$ cat src/rtl/probe_pkg.sv
// Shared probe word definitions: opcodes, padding pattern and 32-bit word layout.
package probe_pkg;

  localparam int WORD_W = 32;

  localparam logic [2:0]  PDISABLED  = 3'd1;
  localparam logic [2:0]  PENABLED   = 3'd2;
  localparam logic [2:0]  PTRIGGERED = 3'd3;
  localparam logic [12:0] PADDING    = 13'h1FFF;

  // Uplink word: probe id in the top half, constant padding, opcode in the low bits.
  typedef struct packed {
    logic [15:0] id;
    logic [12:0] padding;
    logic [2:0]  opcode;
  } probe_word_t;

  function automatic logic [WORD_W-1:0] mk_word(input logic [15:0] id, input logic [2:0] op);
    probe_word_t w;
    w.id      = id;
    w.padding = PADDING;
    w.opcode  = op;
    return w;
  endfunction

endpackage

$ cat src/rtl/probe_rr_arbiter.sv
// Combinational round-robin pick: first requester after 'last', wrapping.
module probe_rr_arbiter #(
  parameter int NumProbes = 4,
  parameter int IdxWidth  = 2
) (
  input  logic [NumProbes-1:0] req,
  input  logic [IdxWidth-1:0]  last,
  output logic [IdxWidth-1:0]  gnt,
  output logic                 any
);

  int                  idx;
  logic [IdxWidth-1:0] idx_l;

  // Scan farthest-first so the nearest requester after 'last' wins the final write.
  always_comb begin
    gnt   = '0;
    idx   = 0;
    idx_l = '0;
    any   = |req;
    for (int k = NumProbes; k >= 1; k--) begin
      idx   = (int'(last) + k) % NumProbes;
      idx_l = IdxWidth'(idx);
      if (req[idx_l]) gnt = idx_l;
    end
  end

endmodule

$ cat src/rtl/probe_uplink_mux.sv
// Round-robin merge of probe uplink word streams onto one registered valid/ready
// uplink. A grant is held for a whole message until the probe drops DATAVALID.
module probe_uplink_mux
  import probe_pkg::*;
#(
  parameter int NumProbes = 4,
  parameter int IdxWidth  = 2
) (
  input  logic                        UCLK,
  input  logic                        URST,
  input  logic [NumProbes-1:0]        DATAVALID_IN,
  input  logic [WORD_W*NumProbes-1:0] DATAUP_IN,
  input  logic [NumProbes-1:0]        DELAY_IN,
  output logic [NumProbes-1:0]        ACK_OUT,
  output logic [WORD_W-1:0]           OUT_DATA,
  output logic                        OUT_VALID,
  input  logic                        OUT_READY,
  output logic                        DELAY,
  output logic                        BUSY
);

  localparam logic [0:0] S_IDLE  = 1'b0;
  localparam logic [0:0] S_GRANT = 1'b1;

  logic [0:0]          state_q, state_d;
  logic [IdxWidth-1:0] gnt_q, gnt_d;
  logic [IdxWidth-1:0] last_q, last_d;
  logic                out_valid_q, out_valid_d;
  logic [WORD_W-1:0]   out_data_q, out_data_d;

  logic [NumProbes-1:0][WORD_W-1:0] lanes;
  logic [IdxWidth-1:0]              arb_gnt;
  logic                             arb_any;
  logic                             load;

  assign lanes = DATAUP_IN;

  probe_rr_arbiter #(
    .NumProbes (NumProbes),
    .IdxWidth  (IdxWidth)
  ) u_arb (
    .req  (DATAVALID_IN),
    .last (last_q),
    .gnt  (arb_gnt),
    .any  (arb_any)
  );

  // Grant FSM, ACK generation and output-register next state.
  always_comb begin
    state_d     = state_q;
    gnt_d       = gnt_q;
    last_d      = last_q;
    ACK_OUT     = '0;
    load        = 1'b0;
    case (state_q)
      S_IDLE: begin
        if (arb_any) begin
          gnt_d   = arb_gnt;
          last_d  = arb_gnt;
          state_d = S_GRANT;
        end
      end
      default: begin
        if (DATAVALID_IN[gnt_q]) begin
          // Take a word only if the output slot is free or draining this cycle.
          if (!out_valid_q || OUT_READY) begin
            ACK_OUT[gnt_q] = 1'b1;
            load           = 1'b1;
          end
        end else begin
          // Probe dropped valid: message complete, release the grant.
          state_d = S_IDLE;
        end
      end
    endcase
    out_data_d  = load ? lanes[gnt_q] : out_data_q;
    out_valid_d = load ? 1'b1 : (OUT_READY ? 1'b0 : out_valid_q);
  end

  // State and output registers; reset arms probe 0 as the first winner.
  always_ff @(posedge UCLK or negedge URST) begin
    if (!URST) begin
      state_q     <= S_IDLE;
      gnt_q       <= '0;
      last_q      <= IdxWidth'(NumProbes - 1);
      out_valid_q <= 1'b0;
      out_data_q  <= '0;
    end else begin
      state_q     <= state_d;
      gnt_q       <= gnt_d;
      last_q      <= last_d;
      out_valid_q <= out_valid_d;
      out_data_q  <= out_data_d;
    end
  end

  assign OUT_DATA  = out_data_q;
  assign OUT_VALID = out_valid_q;
  assign DELAY     = |DELAY_IN;
  assign BUSY      = (state_q == S_GRANT) || out_valid_q;

endmodule

$ cat config.mk
export PLATFORM = sky130hd
export DESIGN_NAME = probe_uplink_mux
export DESIGN_NICKNAME = d
export VERILOG_FILES = /design/src/rtl/probe_pkg.sv /design/src/rtl/probe_rr_arbiter.sv /design/src/rtl/probe_uplink_mux.sv
export SDC_FILE = /design/constraint.sdc
export NUM_CORES = 1
export LEC_CHECK = 0
export CAP_MARGIN = 10
export CORE_ASPECT_RATIO = 2
export CORE_MARGIN = 2
export CORE_UTILIZATION = 35
export CTS_CLUSTER_DIAMETER = 80
export DETAILED_ROUTE_END_ITERATION = 6
export GPL_TIMING_DRIVEN = 0
export MAX_ROUTING_LAYER = met4
export PLACE_DENSITY = 0.81
export SLEW_MARGIN = 15
export SYNTH_ARGS = -nofsm -noshare
export SYNTH_HDL_FRONTEND = slang
export SYNTH_SLANG_ARGS = --single-unit
export TNS_END_PERCENT = 5
$ cat constraint.sdc
create_clock -name UCLK -period 2.1 [get_ports UCLK]
set_clock_uncertainty 0.1 [all_clocks]
set_input_delay 0.42 -clock UCLK [delete_from_list [all_inputs] [get_ports UCLK]]
set_output_delay 0.42 -clock UCLK [all_outputs]
set_load 0.1 [all_outputs]
## Word-level counts from Yosys, hierarchy flattened

Cells that the tools add are included.
Widths: inputs -> output; s select.

| storage, ports and cells | value |
|---|---|
| bits in registers | 38 |
| bits of input ports | 139 |
| output and inout port bits | 39 |

| operators by class | value |
|---|---|
| add/sub/neg operators | 4 |
| order comparisons | 6 |
| muxes and demuxes | 29 |
| bitwise gates (word level) | 1 |
| reduce and logical (&&, ||, !) cells | 8 |

Operator list:

| kind | number |
|---|---|
| $bmux 32 s2 | 1 |
| $mux 32 | 1 |
| $lt 2x3->1 const B | 5 |
| $mux 1 | 14 |
| $mux 4 | 3 |
| $bmux 1 s2 | 5 |
| $mux 2 | 4 |
| $reduce_or 4->1 | 2 |
| $add 2x1->2 const B | 2 |
| $add 2x2->2 const B | 2 |
| $demux 1 s2 | 1 |
| $ge 2x1->1 const B | 1 |
| $logic_or 1x1->1 | 2 |
| $reduce_and 2->1 | 1 |
| $reduce_bool 2->1 | 1 |
| $logic_and 1x1->1 | 1 |
| $logic_not 1->1 | 1 |
| $not 1->1 | 1 |

## Depth between registers and ports, before layout

| logic depth | value |
|---|---|
| word-level depth | 7 |
| gate-level depth with buffers | 5 |
| gate-level depth less buffers | 4 |

## Hierarchy

Synthesis repeated with hierarchy kept, for this count alone.

| unflattened totals | value |
|---|---|
| cell total of the unflattened synthesis | 155 |
| area, all modules | 2511.2 µm² |

By module, submodules not included:

| module | instances | cells an instance | area an instance (µm²) |
|---|---|---|---|
| probe_uplink_mux | 1 | 141 | 2419.8 |
| probe_rr_arbiter | 1 | 14 | 91.3 |

## Least setup slack after synthesis

No wires, ideal clock.

| timing path | value |
|---|---|
| kind | register to output |
| from | reg out_valid_q (netlist: OUT_VALID) |
| to | out ACK_OUT[0] |
| arrival time | 3.425 ns |
| data required time | 1.580 ns |
| slack | -1.845 ns |
| stages on the path, launching flop included | 5 |
| path buffers | 1 |
| cells stage by stage | dfrtp_1 > nand2b_1 > nand3_4 > buf_8 > nor3_1 |

| on the way | value |
|---|---|
| cells in the longest elaborated chain, start to end | 5 |

RTL lines:

| element | line | RTL |
|---|---|---|
| from (decl) | probe_uplink_mux.sv:28 | `logic out_valid_q, out_valid_d;` |
| from (signal assigned) | probe_uplink_mux.sv:92 | `out_valid_q <= out_valid_d;` |
| $logic_not 1->1 | probe_uplink_mux.sv:66 | `if (!out_valid_q \|\| OUT_READY) begin` |
| $logic_or 1x1->1 | probe_uplink_mux.sv:66 |  |
| $mux 4 | probe_uplink_mux.sv:66 |  |
| $mux 4 | probe_uplink_mux.sv:64 | `if (DATAVALID_IN[gnt_q]) begin` |
| $mux 4 | probe_uplink_mux.sv:55 | `case (state_q)` |
| to (decl) | probe_uplink_mux.sv:14 | `output logic [NumProbes-1:0] ACK_OUT,` |

No other way between the ends.

## Final worst setup path

| timing path | value |
|---|---|
| from | reg gnt_q[0] |
| to | out ACK_OUT[1] |

| on the way | value |
|---|---|
| cells in the longest elaborated chain, start to end | 7 |

RTL lines:

| element | line | RTL |
|---|---|---|
| from (decl) | probe_uplink_mux.sv:26 | `logic [IdxWidth-1:0] gnt_q, gnt_d;` |
| from (signal assigned) | probe_uplink_mux.sv:90 | `gnt_q <= gnt_d;` |
| $lt 2x3->1 (not written as such) or $ge 2x1->1 (tied branches) | probe_uplink_mux.sv:67 | `ACK_OUT[gnt_q] = 1'b1;` |
| $logic_and 1x1->1 (not written as such) | probe_uplink_mux.sv:67 |  |
| $mux 1 (not written as such) | probe_uplink_mux.sv:67 |  |
| $demux 1 s2 | probe_uplink_mux.sv:67 |  |
| $mux 4 | probe_uplink_mux.sv:66 |  |
| $mux 4 * | probe_uplink_mux.sv:64 |  |
| $mux 4 * | probe_uplink_mux.sv:55 |  |

Every way passes the cells marked *; elsewhere a longest branch is shown, timed or not. The select of a mux whose other input is x is not followed.

==> summary.txt <==
Outcome
  – Outcome: finished with violations
  – Failing checks: setup timing

Drt
  – WL met2: 4.65 mm
  – Vias per inst: around 5.2
  – Top Metal Used: met4
  – Number of remaining DRC errors: 0
  – Antenna viol nets, final: 0
  – Routed vias: 2238
  – Metal3 WL: 490 µm
  – DR pass1 iterations: 6
  – Wire length per cell: 18.3 µm
  – Number of DRC markers in iteration 0: 84
  – WL final: between 7 and 8 mm
  – M1 WL: 2.63 mm

Synthesis
  – Fraction of registers with async set/reset: 1.00
  – Post-synth top area cell: dfrtp_1
  – Commonest cells post-synth: 36 x dfrtp_1, 33 x mux4_2, 26 x mux2_4, 7 x nand2_1, 6 x mux2_2
  – Yosys reg bits: 38
  – Syn Nets: 292
  – Post-synth top area share: 0.365
  – Count leader, synth: dfrtp_1
  – Yosys warns: 0
  – Largest cells by area after synthesis: dfrtp_1 37%, mux4_2 30%, mux2_4 16%
  – Synth cell types: 28
  – Synth Flop Type: dfrtp_1
  – Post-Syn Instances: 153
  – Number of synthesized flops with an enable pin: 0
  – Seq/Total Area, Yosys: 0.387
  – Mapped Area: roughly 2500 µm²
  – Syn_area_per_cell: 16.1 µm²

Pwr
  – P per Cell Area: 1810 nW/µm²
  – Static leakage: 1.97 nW
  – Design Power: 8.45 mW
  – Net Switching: between 4 and 5 mW
  – Switching Share: 0.522
  – Gate power share: 0.719
  – Sequential Power Share: 0.163
  – Internal Power: 4.04 mW
  – Maximum VDD drop: 1.10 mV
  – Clk pwr share: 0.118

Cells and area
  – Ant. Diodes: 0
  – NumNets Final: 482
  – Share of layout cells above drive strength 1: 0.302
  – Finished Cell Area: around 4700 µm²
  – Reg area: 955 µm²
  – Area Overhead vs Synth: 89.4%
  – Filler Cells Inserted: 570
  – Area of the multi-input gates: about 1400 µm²

Setup path
  – Crit path buf inv count: 3
  – Reg2Reg Depth: 7
  – Number of cells on the critical path: 6
  – CP peak stage delay: 370 ps
  – FF-to-FF End: OUT_DATA[22]$_DFFE_PN0P_
  – Setup CP Type: register to output pin
  – CP Cell Sequence: buf_6, mux4_2, nand3_4, buf_12, nor3_4, buf_12
  – Most used cell, CP: buf_12
  – Worst path arrival time: around 1800 ps
  – Critical path startpoint category: register
  – Required @ worst endpoint: 1580 ps
  – Slowest-stage cell, CP: dfrtp_1
  – R2r setup slk: 30 ps
  – Top delay family on crit path: buffers and inverters
  – Worst setup EP type: output pin
  – RR Startpoint: gnt_q[0]$_DFFE_PN0P_
  – Worst-path fanout max: 6

CTS
  – Clock slew at reported path FFs: 50 ps
  – Worst-case clock buffer depth: 2
  – Cts bufs inserted: 5
  – Clk sinks: 38
  – TritonCTS clock tree: built
  – Hold buffers post-CTS: 0
  – Clk root buf: clkbuf_16
  – Htree depth: 2
  – Clock latency on the worst-skew pair: 280 ps

STA
  – Fin crit share: 1.11
  – RSZ-0062 raised after global routing: true
  – Final Hold Viols: 0
  – Final worst setup slack: -235 ps
  – Worst slew pin tran: slightly above 1000 ps
  – Fmax: 0.428 GHz
  – Final setup violation count: 5
  – Final min period: 2330 ps
  – Setup TNS Final: -971 ps
  – Final slew viol count: 0
  – Rel. slew slack: 0.328

Floorplanning
  – Die width: 63.4 µm
  – Die area: 7770 µm²
  – I/O pin cnt: 178
  – Core area: ~6900 µm²
  – Die H: 123 µm
  – Number of cell rows: 43
  – Initial Util: 0.358

Placed design
  – I/O Buffers: 177
  – Dpl hpwl: approximately 6.5 mm
  – Gpl congestion: roughly 0.76
  – Placed cell area: 4420 µm²
  – Pre-CTS setup slack: -1490 ps

Worst hold path
  – HP Class: input port to async pin

GRT
  – Vias in the first global route: about 2500
  – GRT Util Overall: 0.219
  – Largest net degree at the start of global routing: 21
  – Congestion Overflow GR: 0
  – Antenna violations before repair: 0
  – First-pass GRT wire length: around 12 mm

Flow run
  – Max cap viols: 0
[flip-flops by register name, indices dropped and copies added (netlist names)]
| name | cells |
|---|---|
| gnt_q | 2 |
| state_q | 1 |
| last_q | 2 |
| OUT_DATA | 32 |
| OUT_VALID | 1 |
[per-layer routing]
metal | vias to the layer above | track usage
li1 | 995 | -
met1 | 1105 | 0.229
met2 | 121 | 0.400
met3 | 17 | 0.0467
met4 | 0 | 0.0761
met5 | - | -
[worst max-delay path by stage]
| stage | from | end | slack, ps |
|---|---|---|---|
| global route | gnt_q[0]$_DFFE_PN0P_ | ACK_OUT[1] | -270 |
| global placement | DATAVALID_IN[0] | ACK_OUT[0] | -1450 |
| finish | gnt_q[0]$_DFFE_PN0P_ | ACK_OUT[1] | -230 |
| floorplan | gnt_q[0]$_DFFE_PN0P_ | ACK_OUT[0] | -430 |
| CTS | DELAY_IN[1] | DELAY | -220 |
| detailed placement | DATAVALID_IN[0] | ACK_OUT[0] | -1490 |
[cells in the final DEF (no fill, tap or decap), types with 3 or more instances in the layout]
| cell | n |
|---|---|
| buf_2 | 3 |
| nand2_1 | 7 |
| clkdlybuf4s50_1 | 133 |
| buf_12 | 7 |
| buf_4 | 5 |
| o21ai_0 | 3 |
| dlygate4sd2_1 | 38 |
| mux4_2 | 33 |
| nor3_4 | 4 |
| dfrtp_1 | 35 |
| clkbuf_16 | 5 |
| mux2_4 | 26 |
| nor2_1 | 5 |
| inv_1 | 4 |
| mux2_2 | 6 |
[repair_timing]
item	CTS	global route
endpoints found under the setup margin	65	26
setup buffers	5	0
hold endpoints to repair	0	0
pin swaps	2	0
resized for setup	81	9
[power by group through the flow]
stage / combinational (mW) / clock, mW / sequential, mW
final: 6.08 / 1.00 / 1.38
after global routing: 6.32 / 1.05 / 1.43
after CTS: 6.10 / 1.02 / 1.38
after detailed placement: 6.18 / 0 / 1.40
after global placement: 6.10 / 0 / 1.38
after floorplan: 2.39 / 0 / 3.75
[cell families (layout without fill, tap and decap cells)]
kind of cell,Yosys count,count (layout),share of synthesized area
and+or+nand+nor,25,25,0.0543
AOI/OAI and AO/OA,10,10,0.0264
muxes,65,65,0.487
DFF,38,38,0.387
buffers and inverters,15,206,0.0457
[metrics by stage]
step	hold slack, ps	std cells	utilization
4_1_cts	15.5	434	0.677
3_5_place_dp	313	421	0.642
3_3_place_gp	388	420	0.638
5_1_grt	42.2	434	0.678
6_report	9.56	434	0.678
2_1_floorplan	24.4	153	-
[area by class of cell]
class	count	area share
Buffer	11	0.0238
Clock buffer	6	0.0297
Clock inverter	2	0.0129
Inverter	4	0.00321
Multi-Input combinational cell	100	0.309
Sequential cell	38	0.204
Tap cell	90	0.0241
Timing Repair Buffer	183	0.392
Power figures use the tool's default switching activity.
